<file path="src/rtl/id_hazard_ctrl.sv">
// ID-stage hazard controller: N-stage operand forwarding, load-use and MUL
// scoreboard stalls, and the LL/SC link tracker that gates SC stores.
module id_hazard_ctrl #(
    parameter int DATA_W   = 32,
    parameter int NUM_FWD  = 2,
    parameter int LOAD_LAT = 1,
    parameter int MUL_LAT  = 4
) (
    input  logic                      clk,
    input  logic                      rst,
    input  logic                      id_valid,
    input  logic                      id_flush,
    input  logic [4:0]                rs_addr,
    input  logic [4:0]                rt_addr,
    input  logic                      rs_used,
    input  logic                      rt_used,
    input  logic [DATA_W-1:0]         rs_rf,
    input  logic [DATA_W-1:0]         rt_rf,
    input  logic [4:0]                dst_addr,
    input  logic                      dst_we,
    input  logic                      is_mul,
    input  logic                      is_ll,
    input  logic                      is_sc,
    input  logic                      is_store,
    input  logic [NUM_FWD-1:0]        fwd_we,
    input  logic [5*NUM_FWD-1:0]      fwd_addr,
    input  logic [DATA_W*NUM_FWD-1:0] fwd_data,
    input  logic [NUM_FWD-1:0]        fwd_is_load,
    output logic [DATA_W-1:0]         rs_data,
    output logic [DATA_W-1:0]         rt_data,
    output logic                      stall,
    output logic                      atomic_id,
    output logic                      mem_sc_mask_id
);

    localparam int CNT_W = $clog2(MUL_LAT + 1);
    // The counter holds the remaining wait, so it reads 0 exactly MUL_LAT cycles after issue.
    localparam logic [CNT_W-1:0] CNT_LOAD = CNT_W'(MUL_LAT - 1);
    localparam logic [CNT_W-1:0] CNT_ONE  = CNT_W'(1);
    localparam logic [CNT_W-1:0] CNT_ZERO = CNT_W'(0);

    typedef struct packed {
        logic [DATA_W-1:0] data;
        logic              load_use;
    } fwd_res_t;

    typedef enum logic {
        LINK_IDLE   = 1'b0,
        LINK_LINKED = 1'b1
    } link_state_e;

    fwd_res_t          rs_fwd_s;
    fwd_res_t          rt_fwd_s;
    logic [31:0]       busy_s;
    logic [CNT_W-1:0]  cnt_r [1:31];
    logic              load_use_s;
    logic              sb_hazard_s;
    logic              stall_s;
    logic              fire_s;
    logic              mul_set_s;
    link_state_e       state_r;
    link_state_e       state_nxt_s;

    // Walk stages oldest to youngest so the youngest matching stage overrides.
    function automatic fwd_res_t resolve_src(
        input logic [4:0]                src,
        input logic [DATA_W-1:0]         rf,
        input logic [NUM_FWD-1:0]        we,
        input logic [5*NUM_FWD-1:0]      addr,
        input logic [DATA_W*NUM_FWD-1:0] data,
        input logic [NUM_FWD-1:0]        is_load
    );
        fwd_res_t res;
        logic     hit;
        res.data     = rf;
        res.load_use = 1'b0;
        for (int i = NUM_FWD - 1; i >= 0; i--) begin
            hit          = we[i] && (addr[5*i +: 5] == src) && (src != 5'd0);
            res.data     = hit ? data[DATA_W*i +: DATA_W] : res.data;
            res.load_use = hit ? (is_load[i] && (i < LOAD_LAT)) : res.load_use;
        end
        return res;
    endfunction

    // Operand forwarding for both sources.
    always_comb begin
        rs_fwd_s = resolve_src(rs_addr, rs_rf, fwd_we, fwd_addr, fwd_data, fwd_is_load);
        rt_fwd_s = resolve_src(rt_addr, rt_rf, fwd_we, fwd_addr, fwd_data, fwd_is_load);
        rs_data  = rs_fwd_s.data;
        rt_data  = rt_fwd_s.data;
    end

    // Busy map from the scoreboard; r0 can never be busy.
    always_comb begin
        busy_s[0] = 1'b0;
        for (int r = 1; r < 32; r++) begin
            busy_s[r] = (cnt_r[r] != CNT_ZERO);
        end
    end

    // Stall and issue decisions.
    always_comb begin
        load_use_s  = (rs_used & rs_fwd_s.load_use) | (rt_used & rt_fwd_s.load_use);
        sb_hazard_s = (rs_used & busy_s[rs_addr]) | (rt_used & busy_s[rt_addr])
                    | (dst_we & busy_s[dst_addr]);
        stall_s     = id_valid & (load_use_s | sb_hazard_s);
        fire_s      = id_valid & ~stall_s & ~id_flush;
        mul_set_s   = fire_s & is_mul & dst_we & (dst_addr != 5'd0);
        stall       = stall_s;
    end

    // MUL scoreboard: load on issue, otherwise count down to zero every cycle.
    always_ff @(posedge clk) begin
        if (rst) begin
            for (int r = 1; r < 32; r++) begin
                cnt_r[r] <= CNT_ZERO;
            end
        end else begin
            for (int r = 1; r < 32; r++) begin
                if (mul_set_s && (dst_addr == 5'(r))) begin
                    cnt_r[r] <= CNT_LOAD;
                end else if (cnt_r[r] != CNT_ZERO) begin
                    cnt_r[r] <= cnt_r[r] - CNT_ONE;
                end else begin
                    cnt_r[r] <= CNT_ZERO;
                end
            end
        end
    end

    // Link state register.
    always_ff @(posedge clk) begin
        if (rst) begin
            state_r <= LINK_IDLE;
        end else begin
            state_r <= state_nxt_s;
        end
    end

    // Link next state; only an issuing instruction may change it.
    always_comb begin
        state_nxt_s = state_r;
        case (state_r)
            LINK_IDLE: begin
                if (fire_s && is_ll) begin
                    state_nxt_s = LINK_LINKED;
                end else begin
                    state_nxt_s = LINK_IDLE;
                end
            end
            LINK_LINKED: begin
                if (fire_s && (is_sc || is_store)) begin
                    state_nxt_s = LINK_IDLE;
                end else begin
                    state_nxt_s = LINK_LINKED;
                end
            end
            default: state_nxt_s = LINK_IDLE;
        endcase
    end

    // Link outputs; the SC mask uses the link as it stands before this instruction.
    always_comb begin
        atomic_id      = 1'b0;
        mem_sc_mask_id = 1'b0;
        case (state_r)
            LINK_IDLE: begin
                atomic_id      = 1'b0;
                mem_sc_mask_id = id_valid & is_sc;
            end
            LINK_LINKED: begin
                atomic_id      = 1'b1;
                mem_sc_mask_id = 1'b0;
            end
            default: begin
                atomic_id      = 1'b0;
                mem_sc_mask_id = 1'b0;
            end
        endcase
    end

endmodule

</file>
<file path="config.mk">
export PLATFORM = sky130hd
export DESIGN_NAME = id_hazard_ctrl
export DESIGN_NICKNAME = d
export VERILOG_FILES = /design/src/rtl/id_hazard_ctrl.sv
export SDC_FILE = /design/constraint.sdc
export NUM_CORES = 1
export LEC_CHECK = 0
export CAP_MARGIN = 5
export CORE_MARGIN = 5
export CORE_UTILIZATION = 52
export CTS_CLUSTER_SIZE = 24
export DETAILED_ROUTE_END_ITERATION = 7
export HOLD_SLACK_MARGIN = 0.03
export PLACE_DENSITY_LB_ADDON = 0.2
export SLEW_MARGIN = 30
export SYNTH_ARGS = -nofsm -noshare
export SYNTH_HDL_FRONTEND = slang
export SYNTH_SLANG_ARGS = --single-unit
</file>
<file path="constraint.sdc">
create_clock -name clk -period 8.51 [get_ports clk]
set_input_delay 1.702 -clock clk [delete_from_list [all_inputs] [get_ports clk]]
set_output_delay 1.702 -clock clk [all_outputs]
set_load 0.005 [all_outputs]
</file>
==> impl_metrics.yaml, run 1 <==
timing:
  tns_ns: 0
  setup_viol: 0
  holdWs_ns: 0.5950
  rsz0062_at_grt: "false"
  worst_pin_slew_ns: 0.8805
  fmax_ghz: 0.1441
  finalCriticalPeriod_ns: 6.938
  fin_crit_sh_pct: 81.52
  relSlewSlack_pct: 40.48
  drv_slew: 0
  skew_ns: 0.007121
  finalHoldViolCount: 0
clock_network:
  path_clk_slew_ns: 0.06
  insertion_delay_ns: 0.35
  htree_levels: 3
  cts_buffer_depth: 2
  post-cts-setup-buffers: 0
  cts_sinks: 94
  cts-hold-fix-buffers: 0
  numCtsBuffers: 9
  clockRootBuffer: "clkbuf_16"
  cts_tree: "done"
  ctsResizeCount: 0
finish:
  fin_nets: 1310
  multi_input_area_um2: 4648
  layout-drive-gt1-share_pct: 5.069
  regArea_um2: 2813
  syn_to_final_growth_pct: 39.12
  n_fill_cell: 1099
power:
  ir_worst_vdd_mv: 0.1546
  power_density_nw_per_um2: 126.8
  p_leak_nw: 4.125
drt:
  initialDrtViolationCount: 541
  first_pass_iters: 5
  drc: 0
  ant_nets: 0
  avgViaCountPerCell: 5.576
  vias: 7082
  wl_per_cell_um: 19.46
  routed_wirelength_mm: 24.72
worst_hold_path:
  worstHoldStart: "cnt_r[0][39]"
  hold_depth: 1
  min_to: "cnt_r[0][39]"
  hold_class: "flop to flop"
status:
  status: "finished, final reports clean"
placement:
  place.gp.congestion: 0.9101
  dp_hpwl_mm: 19.26
  io_buffer_count: 233
logic_synthesis:
  synthesis.instances: 793
  yosysSeqAreaShare_pct: 36.48
  synth_cell_type_count: 57
  yosys-top-cells-area: "edfxtp_1 36%, mux2i_1 11%, ha_1 10%, o31ai_1 4.9%, inv_1 4.7%"
  async_flop_share_pct: 0
  synth_edf_count: 93
  avgSynthCellArea_um2: 9.724
  synthFlopType: "edfxtp_1"
  ys_seq_elements: 94
  yosys.area.top_type: "edfxtp_1"
  synth_top_area_share_pct: 36.22
  syn_area_um2: 7711
  yosys_warnings: 0
die:
  coreArea_um2: 14530
  die_h_um: 131.8
  start_util_pct: 53.06
  die_x_um: 131.8
  dieArea_um2: 17360
  num_rows: 44
  io_pins: 235
worst_setup_path:
  cp_data_arrival_time_ns: 5.24
  r2r_slack_ns: 5.00
  critical_path.max_fanout: 19
  startpoint_type: "input port"
  worstSetupPathType: "input port to primary output"
  end_kind: "primary output"
  required_ns: 6.81
  r2r_cells: 10
  rr_endpoint: "cnt_r[0][48]"
  crit-reg2reg-launch: "cnt_r[0][30]"
global_routing:
  grt.overflow.total: 0
  globalRouteTotalUtil_pct: 27.92
  antenna_found_initial: 1
  grt_pass1_vias: 6862
  grt_max_degree: 90
  grt_pass1_wl_mm: 38.65
run:
  cap_violations: 0
## metal layers
metal	GRT usage (%)	share of wire, %
met4	7.943	2.2
met2	49.58	50
met5	0	0
met3	4.427	6.5
met1	35.18	41
## critical path, cell delays in order
cell,delay (ns)
clkdlybuf4s50_1,0.85
xor2_1,0.32
nor3_1,0.17
nand3_1,0.14
a21oi_4,0.67
buf_4,0.40
mux2i_1,0.11
o21ai_0,0.29
clkdlybuf4s50_1,0.57
## final cells by class
class | instances | share of cell area (%)
diodes | 1 | 0.02333
well taps | 184 | 2.146
flip-flops and latches | 94 | 26.22
clock buffers | 14 | 2.554
multi-input cells | 638 | 43.33
inverters | 97 | 3.394
clock inverters | 2 | 0.1516
repair buffers | 240 | 22.18
## worst max path at each step
stage	from	to	depth (start not counted)
after floorplan	rs_addr[3]	stall	9
after global placement	rs_addr[0]	rs_data[5]	9
after detailed placement	rs_addr[0]	rs_data[5]	9
after CTS	rs_addr[0]	rs_data[5]	9
after global routing	rs_addr[0]	stall	8
final	rs_addr[0]	rs_data[5]	9
## layout by cell type (no fill, tap or decap), types with 6 or more instances in the layout
master           synthesis  layout
mux4_2                  11      11
o21ai_0                 66      66
mux2i_1                 83      83
buf_4                    5       7
or2_2                    7       7
ha_1                    62      62
conb_1                   1      93
xnor2_1                 14      14
edfxtp_1                93      93
or3_1                   52      52
o31ai_1                 50      50
clkdlybuf4s50_1          0     232
nor3_1                  30      29
nand2_1                 72      72
clkbuf_16                0       9
nor2_1                  13      12
mux2_2                   6       6
o32ai_1                 12      12
inv_1                   97      97
## cells by family (layout without fill, tap and decap cells)
kind of cell | count (synthesis) | after routing | synth area share (%)
simple gates | 211 | 211 | 14.28
buf+inv | 153 | 353 | 8.145
compound gates | 151 | 151 | 13.29
mux | 102 | 102 | 15.54
flops | 94 | 94 | 36.48
fa+ha+maj | 62 | 62 | 10.06
xor+xnor | 19 | 19 | 2.158
other cells | 1 | 94 | 0.04863
## metrics by stage
| stage | cell area, um^2 | cells | utilization, % | worst slack [ns] | total power [mW] |
|---|---|---|---|---|---|
| 2_1_floorplan | 8056 | 885 | - | 3.235 | 0.7875 |
| 3_3_place_gp | 10440 | 1253 | 71.80 | 1.596 | 0.9630 |
| 3_5_place_dp | 10440 | 1253 | 71.80 | 1.620 | 0.9759 |
| 4_1_cts | 10730 | 1269 | 73.79 | 1.599 | 1.363 |
| 5_1_grt | 10730 | 1270 | 73.81 | 1.369 | 1.432 |
| 6_report | 10730 | 1270 | 73.81 | 1.572 | 1.361 |
## power by group
| part | internal (mW) | switching (mW) | total (mW) |
|---|---|---|---|
| Combinational | 0.211 | 0.192 | 0.403 |
| Sequential | 0.558 | 0.0119 | 0.570 |
| Clock | 0.223 | 0.165 | 0.388 |
| Total | 0.991 | 0.369 | 1.36 |
## state kept, by name, summed over array words and instances, names as in the netlist
| name | count |
|---|---|
| state_r | 1 |
| cnt_r | 93 |
## cell usage after synthesis (all sizes together), types with 7 or more instances
library cell and n:
buf 25, clkbuf 31, edfxtp 93, ha 62, inv 97, mux2i 83
mux4 13, nand2 72, nor2 13, nor3 30, o21ai 66, o31ai 51
o32ai 12, or2 7, or3 52, xnor2 14
Power figures use the tool's default switching activity.
==> run 2: changes to the inputs <==
CORE_UTILIZATION = 44   (was 52)
clock period = 5.74 ns   (was 8.51 ns; I/O delays follow)
==> run 2 against run 1 <==
Effect of this change:
- worst setup slack worse by 1.2 ns
- count of clock-buffer cells in the layout shrank 5
- clock power up 71%
- hold slack better by 0.0075 ns
- clock skew rose by 0.0051 ns
- critical path type unchanged
- critical endpoint is now stall
- largest cell class unchanged
==> impl_metrics.yaml, run 2 (synthesis results as in run 1) <==
finish:
  fin_nets: 1321
  layout-drive-gt1-share_pct: 6.204
  reg_top3: "cnt_r x93, state_r x1"
  regMostFlops: "cnt_r"
  mostFrequentLayoutCells: "232 x clkdlybuf4s50_1, 97 x inv_1, 93 x edfxtp_1, 93 x conb_1, 83 x mux2i_1"
  layout_commonest_cell: "clkdlybuf4s50_1"
  largest_register_ffs: 93
  syn_to_final_growth_pct: 42.09
clock_network:
  insertion_delay_ns: 0.35
  ctsResizeCount: 0
  cts-hold-fix-buffers: 0
  post-cts-setup-buffers: 0
  cts_sinks: 94
  path_clk_slew_ns: 0.06
  clockRootBuffer: "clkbuf_16"
  cts_buffer_depth: 2
  numCtsBuffers: 9
  htree_levels: 3
  cts_tree: "done"
power:
  ir_worst_vdd_mv: 0.1288
  power_mw: 2.101
  seq_power_share_pct: 40.1
  p_sw_mw: 0.5697
  pwr-share-comb_pct: 28.3
  power_density_nw_per_um2: 191.7
  power.internal_mw: 1.531
  clkPwrFrac_pct: 31.6
  p_leak_nw: 4.209
  netSwitchingFraction_pct: 27.12
die:
  io_pins: 235
  coreArea_um2: 17240
  num_rows: 48
  die_x_um: 142.4
  start_util_pct: 44.74
  dieArea_um2: 20270
  die_h_um: 142.4
global_routing:
  globalRouteTotalUtil_pct: 23.29
  grt_pass1_vias: 6810
  grt.overflow.total: 0
  grt_pass1_wl_mm: 37.03
  grt_max_degree: 89
  antenna_found_initial: 3
timing:
  fin_crit_sh_pct: 93.39
  rsz0062_at_grt: "false"
  skew_ns: 0.01223
  drv_slew: 0
  worst_pin_slew_ns: 0.8587
  setup_viol: 0
  fmax_ghz: 0.1865
  tns_ns: 0
  finalHoldViolCount: 0
  relSlewSlack_pct: 42.63
  finalCriticalPeriod_ns: 5.361
worst_setup_path:
  rr_endpoint: "cnt_r[0][76]"
  worstSetupPathType: "input port to primary output"
  startpoint_type: "input port"
  crit_start: "dst_addr[0]"
  required_ns: 4.59
  r2r_cells: 10
  end_kind: "primary output"
  critical_path.max_fanout: 12
  crit-reg2reg-launch: "cnt_r[0][33]"
  r2r_slack_ns: 2.27
  cp_data_arrival_time_ns: 4.21
drt:
  routed_wirelength_mm: 24.41
  wl_per_cell_um: 18.43
  initialDrtViolationCount: 333
  first_pass_iters: 5
  ant_nets: 0
  vias: 6937
  drc: 0
  avgViaCountPerCell: 5.239
status:
  status: "finished, final reports clean"
worst_hold_path:
  worstHoldStart: "cnt_r[0][75]"
  hold_depth: 1
  hold_class: "flop to flop"
  min_to: "cnt_r[0][75]"
placement:
  place.gp.congestion: 0.9290
  dp_hpwl_mm: 19.12
  io_buffer_count: 233
run:
  cap_violations: 0
## run 2: power by group through the flow
stage	clock network [mW]	logic, mW	registers (mW)
floorplan	0	0.315	0.853
global placement	0	0.580	0.855
detailed placement	0	0.588	0.858
CTS	0.677	0.595	0.843
global route	0.699	0.657	0.848
finish	0.664	0.595	0.843
## run 2: critical path: stages
cell	delay, ns
clkdlybuf4s50_1	0.77
mux4_2	0.57
and3b_1	0.19
a2111oi_0	0.50
a311oi_1	0.24
nand3_2	0.17
and2_1	0.13
clkdlybuf4s50_1	0.50
## run 2: worst max-delay path by stage
stage | endpoint | slack (ns) | depth (start not counted)
floorplan | stall | 1.57 | 9
finish | stall | 0.38 | 8
CTS | stall | 0.36 | 8
global route | stall | 0.22 | 8
detailed placement | stall | 0.37 | 8
global placement | stall | 0.37 | 8
## run 2: layout make-up
class                   count  area [um^2]
diodes                      3        7.507
clock buffers               9        225.2
clock inverters             7        105.1
fillers                  1505         6280
inverters                  97        364.1
multi-input cells         638         4648
flip-flops and latches     94         2813
well taps                 225        281.5
repair buffers            251         2512
## run 2: through the flow
step                setup slack [ns]  std cells  hold WS [ns]  cell area, um^2  utilization, %
global route                  0.2224       1324        0.6120            10960           63.57
floorplan                      1.573        885        0.5559             8056               -
detailed placement            0.3712       1305        0.5993            10620           61.61
global placement              0.3745       1305        0.5717            10620           61.61
finish                        0.3793       1324        0.6025            10960           63.57
CTS                           0.3620       1321        0.6092            10950           63.52
## run 2: layer usage
layer  vias up  track usage (%)  wire [um]
li1       3429                -          -
met1      3242            27.66       9619
met2       228            40.55      12030
met3        38            5.578       1915
met4         0            9.405        841
met5         -                0          0
